File: src/rtl/sysmem_pkg.sv
// Shared types, lane geometry and the address-window compare for the system BRAM port controller.
package sysmem_pkg;

  localparam int SYSMEM_LANES  = 4;
  localparam int SYSMEM_BYTE_W = 8;

  typedef enum logic [1:0] {
    BOOT = 2'd0,
    IDLE = 2'd1,
    ACK  = 2'd2
  } sysmem_state_t;

  // Address is inside the window when every bit above the word index matches the base.
  function automatic logic sysmem_in_window(input logic [31:0] addr,
                                            input logic [31:0] base,
                                            input int          addr_w);
    logic [31:0] diff_s;
    diff_s = (addr ^ base) >> (addr_w + 2);
    return (diff_s == 32'd0);
  endfunction

endpackage

File: src/rtl/sysmem_port_ctrl_boot_loader.sv
// Boot-image byte loader: byte counter, lane one-hot and end-of-image detect (SYSMEM_BOOTLOAD_EN builds only).
module sysmem_boot_loader
  import sysmem_pkg::*;
#(
  parameter int ADDR_W = 10
) (
  input  logic                    clk,
  input  logic                    rst,
  input  logic                    en,
  input  logic                    boot_valid,
  input  logic                    boot_last,
  output logic                    accept,
  output logic                    done,
  output logic [ADDR_W-1:0]       word,
  output logic [SYSMEM_LANES-1:0] lane
);

  logic [ADDR_W+1:0] cnt_r;
  logic              cnt_full_s;

  assign cnt_full_s = &cnt_r;
  assign accept     = en & boot_valid;
  assign word       = cnt_r[ADDR_W+1:2];
  assign lane       = {{(SYSMEM_LANES-1){1'b0}}, 1'b1} << cnt_r[1:0];
  // The last slot of the memory ends the image even without boot_last.
  assign done       = accept & (boot_last | cnt_full_s);

  // Byte counter; saturates at the last slot instead of wrapping.
  always_ff @(posedge clk) begin
    if (rst) begin
      cnt_r <= {(ADDR_W+2){1'b0}};
    end else if (accept && !cnt_full_s) begin
      cnt_r <= cnt_r + {{(ADDR_W+1){1'b0}}, 1'b1};
    end else begin
      cnt_r <= cnt_r;
    end
  end

endmodule

File: src/rtl/sysmem_port_ctrl.sv
// picorv32 native-bus port controller for four byte-lane system BRAMs with a one-cycle ready.
// Optional boot loader compiled in with `define SYSMEM_BOOTLOAD_EN.
module sysmem_port_ctrl
  import sysmem_pkg::*;
#(
  parameter int          ADDR_W    = 10,
  parameter logic [31:0] BASE_ADDR = 32'h0000_0000
) (
  input  logic                                  clk,
  input  logic                                  rst,
  input  logic                                  mem_valid,
  output logic                                  mem_ready,
  input  logic [31:0]                           mem_addr,
  input  logic [31:0]                           mem_wdata,
  input  logic [SYSMEM_LANES-1:0]               mem_wstrb,
  output logic [31:0]                           mem_rdata,
  output logic [ADDR_W-1:0]                     ram_addr,
  output logic [SYSMEM_LANES-1:0]               ram_ce,
  output logic [SYSMEM_LANES-1:0]               ram_we,
  output logic [SYSMEM_LANES*SYSMEM_BYTE_W-1:0] ram_di,
  input  logic [SYSMEM_LANES*SYSMEM_BYTE_W-1:0] ram_do
`ifdef SYSMEM_BOOTLOAD_EN
  ,
  input  logic                                  boot_valid,
  output logic                                  boot_ready,
  input  logic [SYSMEM_BYTE_W-1:0]              boot_data,
  input  logic                                  boot_last,
  output logic                                  boot_active
`endif
);

  localparam sysmem_state_t RST_STATE =
`ifdef SYSMEM_BOOTLOAD_EN
    BOOT;
`else
    IDLE;
`endif

  sysmem_state_t                         state_r;
  sysmem_state_t                         state_nxt_s;
  logic                                  ready_r;
  logic                                  rd_r;
  logic                                  in_win_s;
  logic                                  wr_s;
  logic                                  cpu_acc_s;
  logic                                  boot_acc_s;
  logic                                  boot_done_s;
  logic [ADDR_W-1:0]                     boot_word_s;
  logic [SYSMEM_LANES-1:0]               boot_lane_s;
  logic [SYSMEM_LANES*SYSMEM_BYTE_W-1:0] boot_di_s;

  assign in_win_s  = sysmem_in_window(mem_addr, BASE_ADDR, ADDR_W);
  assign wr_s      = |mem_wstrb;
  assign cpu_acc_s = (state_r == IDLE) && mem_valid && in_win_s;

`ifdef SYSMEM_BOOTLOAD_EN
  logic boot_en_s;

  assign boot_en_s   = (state_r == BOOT);
  assign boot_ready  = boot_en_s;
  assign boot_active = boot_en_s;
  assign boot_di_s   = {SYSMEM_LANES{boot_data}};

  sysmem_boot_loader #(
    .ADDR_W (ADDR_W)
  ) u_boot_loader (
    .clk        (clk),
    .rst        (rst),
    .en         (boot_en_s),
    .boot_valid (boot_valid),
    .boot_last  (boot_last),
    .accept     (boot_acc_s),
    .done       (boot_done_s),
    .word       (boot_word_s),
    .lane       (boot_lane_s)
  );
`else
  // Without the loader BOOT is unreachable; should it ever be entered it falls through to IDLE.
  assign boot_acc_s  = 1'b0;
  assign boot_done_s = 1'b1;
  assign boot_word_s = {ADDR_W{1'b0}};
  assign boot_lane_s = {SYSMEM_LANES{1'b0}};
  assign boot_di_s   = {(SYSMEM_LANES*SYSMEM_BYTE_W){1'b0}};
`endif

  assign mem_ready = ready_r;
  // BRAM output is unregistered, so read data is passed straight through in the ACK cycle.
  assign mem_rdata = (ready_r && rd_r) ? ram_do : 32'd0;

  // Next-state decode for the boot / request / acknowledge sequence.
  always_comb begin
    state_nxt_s = state_r;
    case (state_r)
      BOOT: begin
        if (boot_done_s) state_nxt_s = IDLE;
        else             state_nxt_s = BOOT;
      end
      IDLE: begin
        if (cpu_acc_s) state_nxt_s = ACK;
        else           state_nxt_s = IDLE;
      end
      ACK:     state_nxt_s = IDLE;
      default: state_nxt_s = IDLE;
    endcase
  end

  // Lane port mux: loader bytes during boot, CPU accesses afterwards, all-zero otherwise.
  always_comb begin
    ram_addr = {ADDR_W{1'b0}};
    ram_ce   = {SYSMEM_LANES{1'b0}};
    ram_we   = {SYSMEM_LANES{1'b0}};
    ram_di   = {(SYSMEM_LANES*SYSMEM_BYTE_W){1'b0}};
    if (boot_acc_s) begin
      ram_addr = boot_word_s;
      ram_ce   = boot_lane_s;
      ram_we   = boot_lane_s;
      ram_di   = boot_di_s;
    end else if (cpu_acc_s) begin
      ram_addr = mem_addr[ADDR_W+1:2];
      if (wr_s) begin
        ram_ce = mem_wstrb;
        ram_we = mem_wstrb;
        ram_di = mem_wdata;
      end else begin
        ram_ce = {SYSMEM_LANES{1'b1}};
        ram_we = {SYSMEM_LANES{1'b0}};
        ram_di = {(SYSMEM_LANES*SYSMEM_BYTE_W){1'b0}};
      end
    end else begin
      ram_addr = {ADDR_W{1'b0}};
      ram_ce   = {SYSMEM_LANES{1'b0}};
      ram_we   = {SYSMEM_LANES{1'b0}};
      ram_di   = {(SYSMEM_LANES*SYSMEM_BYTE_W){1'b0}};
    end
  end

  // State, ready pulse and read-type flag registers.
  always_ff @(posedge clk) begin
    if (rst) begin
      state_r <= RST_STATE;
      ready_r <= 1'b0;
      rd_r    <= 1'b0;
    end else begin
      state_r <= state_nxt_s;
      ready_r <= cpu_acc_s;
      if (cpu_acc_s) rd_r <= ~wr_s;
      else           rd_r <= rd_r;
    end
  end

endmodule

File: config.mk
export PLATFORM = sky130hd
export DESIGN_NAME = sysmem_port_ctrl
export DESIGN_NICKNAME = d
export VERILOG_FILES = /design/src/rtl/sysmem_pkg.sv /design/src/rtl/sysmem_port_ctrl_boot_loader.sv /design/src/rtl/sysmem_port_ctrl.sv
export SDC_FILE = /design/constraint.sdc
export NUM_CORES = 1
export LEC_CHECK = 0
export ABC_CLOCK_PERIOD_IN_PS = 2150
export BUFFER_PORTS_ARGS = -buffer_cell sky130_fd_sc_hd__buf_4
export CAP_MARGIN = 5
export CORE_ASPECT_RATIO = 0.75
export CORE_MARGIN = 5
export CORE_UTILIZATION = 24
export CTS_CLUSTER_SIZE = 16
export DETAILED_ROUTE_END_ITERATION = 7
export GPL_TIMING_DRIVEN = 0
export MAX_ROUTING_LAYER = met4
export PLACE_DENSITY_LB_ADDON = 0.08
export SYNTH_ARGS = -nofsm -noshare
export SYNTH_HDL_FRONTEND = slang
export SYNTH_SLANG_ARGS = --single-unit
File: constraint.sdc
create_clock -name clk -period 2.15 [get_ports clk]
set_clock_uncertainty 0.2 [all_clocks]
set_input_delay 0.43 -clock clk [delete_from_list [all_inputs] [get_ports clk]]
set_output_delay 0.43 -clock clk [all_outputs]
set_load 0.03 [all_outputs]
==> results.json, run 1 <==
{
  "tightest_slew_ns": 0.482,
  "flow.area_growth_from_synthesis_pct": 234,
  "core_area_um2": 3330,
  "critPathArrivalTime_ns": 1.79,
  "via_density": 4.56,
  "power_switching_share_pct": 21.9,
  "die_ar_um2": 4800,
  "grt_setup_unrepaired": "true",
  "floorplan.io_pins": 186,
  "cap_viol_max_count": 0,
  "synth_net_count": 217,
  "leakage_nw": 1.58,
  "area_fraction_in_compound_gates_after_synthesis_pct": 3.57,
  "clk_path_buf_depth": 2,
  "layout.filler_cells": 196,
  "largest_net_degree_at_the_start_of_global_routing": 11,
  "finalPower_w": 0.000406,
  "syn_inst": 114,
  "r2r.worst_path.cells": 7,
  "worstSetupEndpointType": "output pin",
  "dp_hpwl_um": 4440,
  "power_frac_clock_pct": 40.0,
  "ys_ff_latch": 4,
  "regToRegStartpoint": "state_r[1]$_SDFF_PP0_",
  "hold_violations": 0,
  "wire_length_of_the_first_global_routing_pass_um": 8680,
  "drt_iter0_drc": 43,
  "clock_insertion_delay_worst_skew_ns": 0.22,
  "comb_power_share_pct": 41.6,
  "synth-adder-area-share_pct": 0,
  "endpoint_of_the_most_critical_setup_path": "ram_di[23]",
  "synth_area_per_cell_um2": 7.38,
  "finalCritPeriodShare_pct": 112,
  "dr.pass1.iters": 4,
  "main_combinational_cell_family_by_area_after_synthesis": "simple AND/OR/NAND/NOR gates",
  "netlist.top_cell.by_area": "and2_1",
  "post_synth_instance_area_um2": 841,
  "place_congestion": 0.756,
  "ys.flop_type": "dfxtp_1",
  "cts-htree-levels": 1,
  "port-buffer-count": 183,
  "synth_edf_count": 0,
  "internal_power_w": 0.000317,
  "netlist-cell-type-count": 17,
  "cts_made_buffers": 3,
  "timing.fmax_mhz": 414,
  "finalMaxSlewViolations": 0,
  "setup_violations": 50,
  "slew_headroom_pct": 67.6,
  "async_flop_share_pct": 0,
  "setup_tns_ns": -11.38,
  "multi_input_area_um2": 831,
  "fp_rows": 18,
  "nNetsFinal": 418,
  "synth_most_common_cell": "and2_1",
  "routed-via-count": 1611,
  "route.antenna.remaining_nets": 0,
  "hold-path-cell-count": 2,
  "layout.area.seq_um2": 80.1,
  "hold_buffers": 0,
  "grt_use_total_pct": 24.9,
  "r2r_setup_slack_ns": 0.42,
  "yosys.area_share.simple_pct": 77.5,
  "pre_cts_slack_ns": -0.356,
  "netSwitchingPower_w": 0.0000889,
  "cts.sinks": 4,
  "die_h_um": 61.3,
  "dieWidth_um": 78.3,
  "cts.reportedPaths.clkPinSlew_ns": 0.03,
  "synth.yosys.seq_area_share_pct": 9.52,
  "wl_um": 6350,
  "post_route_cells_drive_above_1_share_pct": 83.1,
  "first_global_vias": 1664,
  "post_synth_most_frequent_cells": "46 x and2_1, 32 x and3_1, 6 x clkbuf_1",
  "synth-warning-count": 0,
  "timing.setup.critical_path_class": "in2out",
  "timing.final.ws_setup_ns": -0.267,
  "outcome": "complete, but fails checks",
  "reg2reg_to": "rd_r$_SDFFE_PP0P_",
  "synth-xor-area-share_pct": 0,
  "violations_in_the_final_reports": "setup timing",
  "routedWlPerCell_um": 18.0,
  "worst_setup_path_start_kind": "input port",
  "cts_tree": "done",
  "crit_start": "mem_addr[30]",
  "drc_errors": 0,
  "synth.area.mux_share_pct": 1.19,
  "synth.top_cell.area_share_pct": 34.2,
  "power_density_nw_per_um2": 144,
  "biggest_area_contributors_in_the_synthesized_netlist": "and2_1 34%, and3_1 24%, dfxtp_1 9.5%, nor4_4 7.6%, buf_6 4.0%",
  "fin_crit_ns": 2.42,
  "initial_cell_density_of_the_core_pct": 25.2,
  "cts_root_buffer": "clkbuf_8",
  "worst-path-max-fanout": 8,
  "worst_hold_path_type": "in2reg",
  "share_seq_of_total_power_pct": 18.4,
  "crit_required_ns": 1.52,
  "remaining_global_route_overflow": 0,
  "worst_ir_drop_vdd_mv": 0.219,
  "n_antenna_cell": 0,
  "number_of_antenna_violations_at_the_first_check_in_global_routing": 0
}
[how the worst min path moves through the flow]
| stage | start | endpoint | slack, ns |
|---|---|---|---|
| floorplan | rst | mem_ready$_SDFF_PP0_ | 0.31 |
| global placement | rst | mem_ready$_SDFF_PP0_ | 0.42 |
| detailed placement | rst | mem_ready$_SDFF_PP0_ | 0.42 |
| CTS | rst | mem_ready$_SDFF_PP0_ | 0.19 |
| global route | rst | mem_ready$_SDFF_PP0_ | 0.22 |
| finish | rst | mem_ready$_SDFF_PP0_ | 0.21 |
[layer usage]
| layer | share of wire (%) | global-route usage (%) |
|---|---|---|
| met4 | 0.96 | 7.73 |
| met5 | 0 | - |
| met1 | 32 | 23.8 |
| met2 | 58 | 50.0 |
| met3 | 9.2 | 6.73 |
[cells in the final DEF, fill, tap and decap left out]
cell / count
mux2i_1: 1
nor2_4: 1
inv_1: 2
nor4_2: 1
nor4_4: 4
nor3_1: 2
dfxtp_1: 4
buf_12: 1
and2_2: 4
nand2_1: 2
buf_8: 2
o21a_1: 4
and3_1: 32
and4bb_2: 1
nor3_4: 1
nand2_2: 1
buf_6: 61
nor3_2: 1
and2_4: 42
clkbuf_1: 6
buf_4: 135
clkbuf_8: 3
clkbuf_16: 1
nand4_4: 1
[critical path: stages]
cell       delay (ns)
buf_8            0.10
nor4_4           0.33
nand4_4          0.15
nor3_4           0.22
buf_12           0.16
clkbuf_16        0.13
and2_2           0.14
buf_6            0.12
[registers in the layout (all words and copies together), names as in the netlist]
name / flops
rd_r: 1
mem_ready: 1
state_r: 2
[logic make-up (layout without fill, tap and decap cells)]
logic type,Yosys count,in the layout
and+or+nand+nor,93,93
buffers and inverters,12,211
AOI/OAI and AO/OA,4,4
DFF,4,4
muxes,1,1
[stage by stage]
| step | area [um^2] | instances | hold WS [ns] | util [%] |
|---|---|---|---|---|
| 2_1_floorplan | 901 | 114 | 0.309 | - |
| 3_3_place_gp | 2320 | 337 | 0.420 | 69.7 |
| 3_5_place_dp | 2320 | 337 | 0.418 | 69.7 |
| 4_1_cts | 2750 | 350 | 0.193 | 82.4 |
| 5_1_grt | 2810 | 353 | 0.218 | 84.2 |
| 6_report | 2810 | 353 | 0.213 | 84.2 |
[power groups by stage]
stage                     sequential [W]  combinational, W  clock (W)
final                          0.0000747          0.000169   0.000162
after global routing           0.0000747          0.000179   0.000171
after detailed placement       0.0000758          0.000152          0
after floorplan                0.0000758        0.00000923          0
after CTS                      0.0000748          0.000158   0.000159
after global placement         0.0000758          0.000148          0
[cell type report]
type,count,share of cell area [%]
buffer,10,2.54
clock buffer,3,1.47
inverter,2,0.267
multi-input combinational,98,29.6
sequential,4,2.85
tap,40,1.78
timing repair buffer,196,61.5
[what timing repair did]
action                                  4_1_cts  5_1_grt
cloned                                        4        1
endpoints found under the setup margin       50       50
gates resized for setup                      95        8
setup buffers                                 6        2
pin swaps                                    30        5
(Power assumes the default switching activity.)
==> inputs of run 2 (changes only) <==
--- a/config.mk
+++ b/config.mk
@@ -16,6 +16,7 @@
 export GPL_TIMING_DRIVEN = 0
 export MAX_ROUTING_LAYER = met4
 export PLACE_DENSITY_LB_ADDON = 0.08
+export SKIP_LAST_GASP = 1
 export SYNTH_ARGS = -nofsm -noshare
 export SYNTH_HDL_FRONTEND = slang
 export SYNTH_SLANG_ARGS = --single-unit
==> run 2 against run 1 <==
- the flow still finishes with violations (setup timing)
- via count decreased by 0.31%
- design area is 0.71% lower
- critical path depth is the same
- worst setup slack worse by 0.023 ns
==> results.json, run 2 (synthesized netlist as in run 1, its figures left out) <==
{
  "worst_ir_drop_vdd_mv": 0.196,
  "die_h_um": 61.3,
  "power_density_nw_per_um2": 145,
  "post_dp_cell_area_um2": 2320,
  "number_of_antenna_violations_at_the_first_check_in_global_routing": 0,
  "flow.area_growth_from_synthesis_pct": 232,
  "worst-path-max-fanout": 8,
  "fin_crit_ns": 2.44,
  "internal_power_w": 0.000316,
  "path_delay_family": "simple AND/OR/NAND/NOR gates",
  "timing.setup.critical_path_class": "in2out",
  "timing.final.ws_setup_ns": -0.290,
  "cts.reportedPaths.clkPinSlew_ns": 0.03,
  "die_ar_um2": 4800,
  "fp_rows": 18,
  "share_seq_of_total_power_pct": 18.5,
  "crit_start": "mem_addr[24]",
  "dr.pass1.iters": 4,
  "core_area_um2": 3330,
  "path_buf_inv": 4,
  "finalInstanceArea_um2": 2790,
  "remaining_global_route_overflow": 0,
  "worst_setup_path_start_kind": "input port",
  "finalCritPeriodShare_pct": 113,
  "cts_made_buffers": 3,
  "drc_errors": 0,
  "finalMaxSlewViolations": 0,
  "clock_insertion_delay_worst_skew_ns": 0.22,
  "n_antenna_cell": 0,
  "cpMaxStageDelayCell": "nor4_4",
  "power_switching_share_pct": 21.9,
  "violations_in_the_final_reports": "setup timing",
  "crit_required_ns": 1.52,
  "outcome": "complete, but fails checks",
  "cts_root_buffer": "clkbuf_8",
  "drt_iter0_drc": 20,
  "clk_path_buf_depth": 2,
  "leading_cell_types_in_the_layout_fill_and_taps_excluded": "135 x buf_4, 62 x buf_6, 36 x and2_4, 32 x and3_1, 10 x and2_2",
  "power_frac_clock_pct": 41.6,
  "largest_register_ffs": 2,
  "worstSetupEndpointType": "output pin",
  "pre_cts_slack_ns": -0.356,
  "finalPower_w": 0.000404,
  "leakage_nw": 1.57,
  "dp_hpwl_um": 4440,
  "largest_net_degree_at_the_start_of_global_routing": 11,
  "grt_use_total_pct": 23.7,
  "netSwitchingPower_w": 0.0000886,
  "slew_headroom_pct": 67.4,
  "floorplan.io_pins": 186,
  "comb_power_share_pct": 39.9,
  "timing.fmax_mhz": 410,
  "worst_hold_path_type": "in2reg",
  "cts-htree-levels": 1,
  "wire_length_of_the_first_global_routing_pass_um": 8400,
  "wl_um": 6040,
  "grt_setup_unrepaired": "true",
  "routedWlPerCell_um": 17.1,
  "critPathArrivalTime_ns": 1.81,
  "setup_violations": 50,
  "via_density": 4.55,
  "tightest_slew_ns": 0.485,
  "cts_tree": "done",
  "route.antenna.remaining_nets": 0,
  "final_common_cell": "buf_4",
  "cts.sinks": 4,
  "holdCritStartpoint": "rst",
  "first_global_vias": 1624,
  "nNetsFinal": 418,
  "timing.critical_path.cells": "buf_4, nor4_4, nand4_4, nor3_4, buf_12, clkbuf_16, and2_2, buf_6",
  "hold_buffers": 0,
  "cap_viol_max_count": 0,
  "hold_violations": 0,
  "initial_cell_density_of_the_core_pct": 25.2,
  "routed-via-count": 1606,
  "regMostFlops": "state_r",
  "worst_path_largest_cell_delay_ns": 0.30,
  "place_congestion": 0.756,
  "regToRegStartpoint": "state_r[1]$_SDFF_PP0_",
  "post_route_cells_drive_above_1_share_pct": 83.1,
  "dieWidth_um": 78.3,
  "port-buffer-count": 183
}
run 2: cell counts in the layout (fill, tap and decap cells not counted):
Identical to the previous run, type by type.
run 2: worst paths after layout:
kind                                end  slack [ns]  depth (start not counted)
setup / recovery             ram_di[23]       -0.29                          8
hold / removal     mem_ready$_SDFF_PP0_        0.22                          2
setup reg to reg  state_r[0]$_SDFF_PP1_        0.38                          6
hold reg to reg       rd_r$_SDFFE_PP0P_        0.56                          3
run 2: layout make-up:
| cell class | instances | area, um^2 |
|---|---|---|
| buffer | 10 | 71.3 |
| clock buffer | 3 | 41.3 |
| fill | 206 | 546 |
| inverter | 2 | 7.51 |
| multi-input combinational | 98 | 815 |
| sequential | 4 | 80.1 |
| tap | 40 | 50.0 |
| timing repair buffer | 196 | 1720 |
run 2: power groups by stage:
stage	Sequential (W)	Clock, W	Combinational (W)
6_report	0.0000747	0.000168	0.000161
3_3_place_gp	0.0000758	0	0.000148
2_1_floorplan	0.0000758	0	0.00000923
4_1_cts	0.0000748	0.000159	0.000158
5_1_grt	0.0000746	0.000179	0.000173
3_5_place_dp	0.0000758	0	0.000152
run 2: timing repair:
item,4_1_cts,5_1_grt
hold endpoints to repair,0,0
pin swaps,29,4
buffers inserted,6,2
setup endpoints to repair,50,50
gates resized for setup,90,5
gates cloned,4,1
run 2: per-layer routing:
layer  part of all wire, %  track usage [%]  wire [um]
met4                   1.4             6.73         85
met3                   8.3             6.14        501
met5                     0                -          0
met1                    34             23.4       2060
met2                    56             47.0       3400
run 2: per-stage QoR:
stage / setup TNS (ns) / util [%] / hold slack (ns) / instances
4_1_cts: -10.37 / 82.2 / 0.193 / 350
6_report: -12.12 / 83.6 / 0.223 / 353
3_5_place_dp: -14.82 / 69.7 / 0.418 / 337
5_1_grt: -14.70 / 83.6 / 0.223 / 353
3_3_place_gp: -14.68 / 69.7 / 0.420 / 337
2_1_floorplan: -1.57 / - / 0.309 / 114
==> inputs of run 3 (changes only) <==
--- a/config.mk
+++ b/config.mk
@@ -6,7 +6,7 @@
 export NUM_CORES = 1
 export LEC_CHECK = 0
 export ABC_CLOCK_PERIOD_IN_PS = 2150
-export BUFFER_PORTS_ARGS = -buffer_cell sky130_fd_sc_hd__buf_4
+export BUFFER_PORTS_ARGS = -buffer_cell sky130_fd_sc_hd__buf_2
 export CAP_MARGIN = 5
 export CORE_ASPECT_RATIO = 0.75
 export CORE_MARGIN = 5
==> run 3 against run 2 <==
- the run still ends with setup timing left
- global-route usage shrank 2.7 points
- combinational power shrank 30%
- via count shrank 4.3%
==> results.json, run 3 (synthesized netlist as in run 1, its figures left out) <==
{
  "outcome": "complete, but fails checks",
  "violations_in_the_final_reports": "setup timing",
  "worst_hold_path_type": "in2reg",
  "comb_power_share_pct": 32.9,
  "worst_ir_drop_vdd_mv": 0.120,
  "regToRegStartpoint": "state_r[1]$_SDFF_PP0_",
  "share_seq_of_total_power_pct": 21.8,
  "internal_power_w": 0.000267,
  "finalInstanceArea_um2": 2430,
  "cts_root_buffer": "clkbuf_8",
  "clk_path_buf_depth": 2,
  "post_route_cells_drive_above_1_share_pct": 80.4,
  "worst-path-max-fanout": 7,
  "worst_setup_path_start_kind": "input port",
  "dieWidth_um": 78.3,
  "core_area_um2": 3330,
  "via_density": 4.38,
  "fin_crit_ns": 2.41,
  "reg2reg_to": "rd_r$_SDFFE_PP0P_",
  "grt_setup_unrepaired": "true",
  "power_density_nw_per_um2": 141,
  "drt_iter0_drc": 28,
  "first_global_vias": 1571,
  "floorplan.io_pins": 186,
  "cts.sinks": 4,
  "tightest_slew_ns": 0.470,
  "layout.filler_cells": 261,
  "cts-htree-levels": 1,
  "hold_buffers": 0,
  "power_switching_share_pct": 22.0,
  "wire_length_of_the_first_global_routing_pass_um": 7650,
  "final.hold.worst_slack_ns": 0.217,
  "route.antenna.remaining_nets": 0,
  "r2r_setup_slack_ns": 0.42,
  "n_antenna_cell": 0,
  "largest_net_degree_at_the_start_of_global_routing": 11,
  "crit_required_ns": 1.52,
  "dr.pass1.iters": 4,
  "slew_headroom_pct": 68.4,
  "largest_register_ffs": 2,
  "finalCritPeriodShare_pct": 112,
  "flow.area_growth_from_synthesis_pct": 189,
  "routed-via-count": 1537,
  "cap_viol_max_count": 0,
  "setup_tns_ns": -11.00,
  "hold_violations": 0,
  "dp_hpwl_um": 3950,
  "worstSetupEndpointType": "output pin",
  "layout.area.seq_um2": 80.1,
  "multi_input_area_um2": 797,
  "timing.fmax_mhz": 416,
  "setup_violations": 50,
  "crit_start": "mem_addr[30]",
  "critPathArrivalTime_ns": 1.78,
  "fp_rows": 18,
  "nNetsFinal": 416,
  "drc_errors": 0,
  "grt_use_total_pct": 21.0,
  "wl_um": 5220,
  "die_h_um": 61.3,
  "leakage_nw": 1.47,
  "power_frac_clock_pct": 45.3,
  "number_of_antenna_violations_at_the_first_check_in_global_routing": 0,
  "routedWlPerCell_um": 14.9,
  "leading_cell_types_in_the_layout_fill_and_taps_excluded": "129 x buf_2, 60 x buf_6, 32 x and3_1, 23 x and2_4, 15 x and2_2",
  "finalMaxSlewViolations": 0,
  "place_congestion": 0.691,
  "regMostFlops": "state_r",
  "die_ar_um2": 4800,
  "pre_cts_slack_ns": -0.411,
  "initial_cell_density_of_the_core_pct": 25.2,
  "clock_insertion_delay_worst_skew_ns": 0.21,
  "cts_made_buffers": 3,
  "post_dp_cell_area_um2": 1870,
  "final_common_cell": "buf_2",
  "remaining_global_route_overflow": 0,
  "netSwitchingPower_w": 0.0000754,
  "endpoint_of_the_most_critical_setup_path": "ram_di[4]",
  "cts.reportedPaths.clkPinSlew_ns": 0.03,
  "port-buffer-count": 183,
  "timing.setup.critical_path_class": "in2out",
  "cts_tree": "done",
  "timing.final.ws_setup_ns": -0.257,
  "r2r.worst_path.cells": 7
}
## run 3: changes by cell type in the layout (fill, tap and decap cells not counted), sizes merged
cell,change
buf,-2
## run 3: how the worst min path moves through the flow
stage	start	slack, ns	depth (start not counted)	endpoint
3_3_place_gp	rst	0.44	2	mem_ready$_SDFF_PP0_
2_1_floorplan	rst	0.31	1	mem_ready$_SDFF_PP0_
3_5_place_dp	rst	0.44	2	mem_ready$_SDFF_PP0_
5_1_grt	rst	0.22	2	mem_ready$_SDFF_PP0_
6_report	rst	0.22	2	mem_ready$_SDFF_PP0_
4_1_cts	rst	0.21	2	mem_ready$_SDFF_PP0_
## run 3: per-stage QoR
step	util [%]	total power (W)	cells
2_1_floorplan	-	0.0000850	114
3_3_place_gp	56.0	0.000174	337
3_5_place_dp	56.0	0.000177	337
4_1_cts	71.3	0.000345	348
5_1_grt	73.0	0.000373	351
6_report	73.0	0.000343	351
## run 3: timing repair
item	in CTS	in global routing
cloned	2	2
setup endpoints to repair	50	50
setup buffers	6	1
gates resized for setup	123	10
pin swaps	12	9
hold endpoints to repair	0	0
## run 3: power groups by stage
stage                     sequential (W)  combinational (W)  clock, W
after global routing           0.0000746           0.000124  0.000174
after CTS                      0.0000748           0.000111  0.000159
final                          0.0000748           0.000113  0.000155
after floorplan                0.0000758         0.00000923         0
after detailed placement       0.0000758           0.000101         0
after global placement         0.0000758          0.0000981         0
## run 3: final cells by class
class	instances	share of cell area [%]
sequential	4	3.29
multi-input combinational	98	32.8
inverter	2	0.309
buffer	10	3.09
tap	40	2.06
clock buffer	3	1.70
timing repair buffer	194	56.8
## run 3: worst max-delay path: stages
cell and delay [ns]:
buf_6 0.10, nor4_4 0.31, nand4_4 0.14, nor3_4 0.25, buf_12 0.16, buf_8 0.11, and2_2 0.15, buf_6 0.13
## run 3: per-layer routing
metal  vias to the layer above  routed length (um)  GRT usage [%]
li1                        780                   -              -
met1                       665                1760           21.6
met2                        88                2920           40.4
met3                         4                 498           5.56
met4                         0                  38           5.99
met5                         -                   0              -
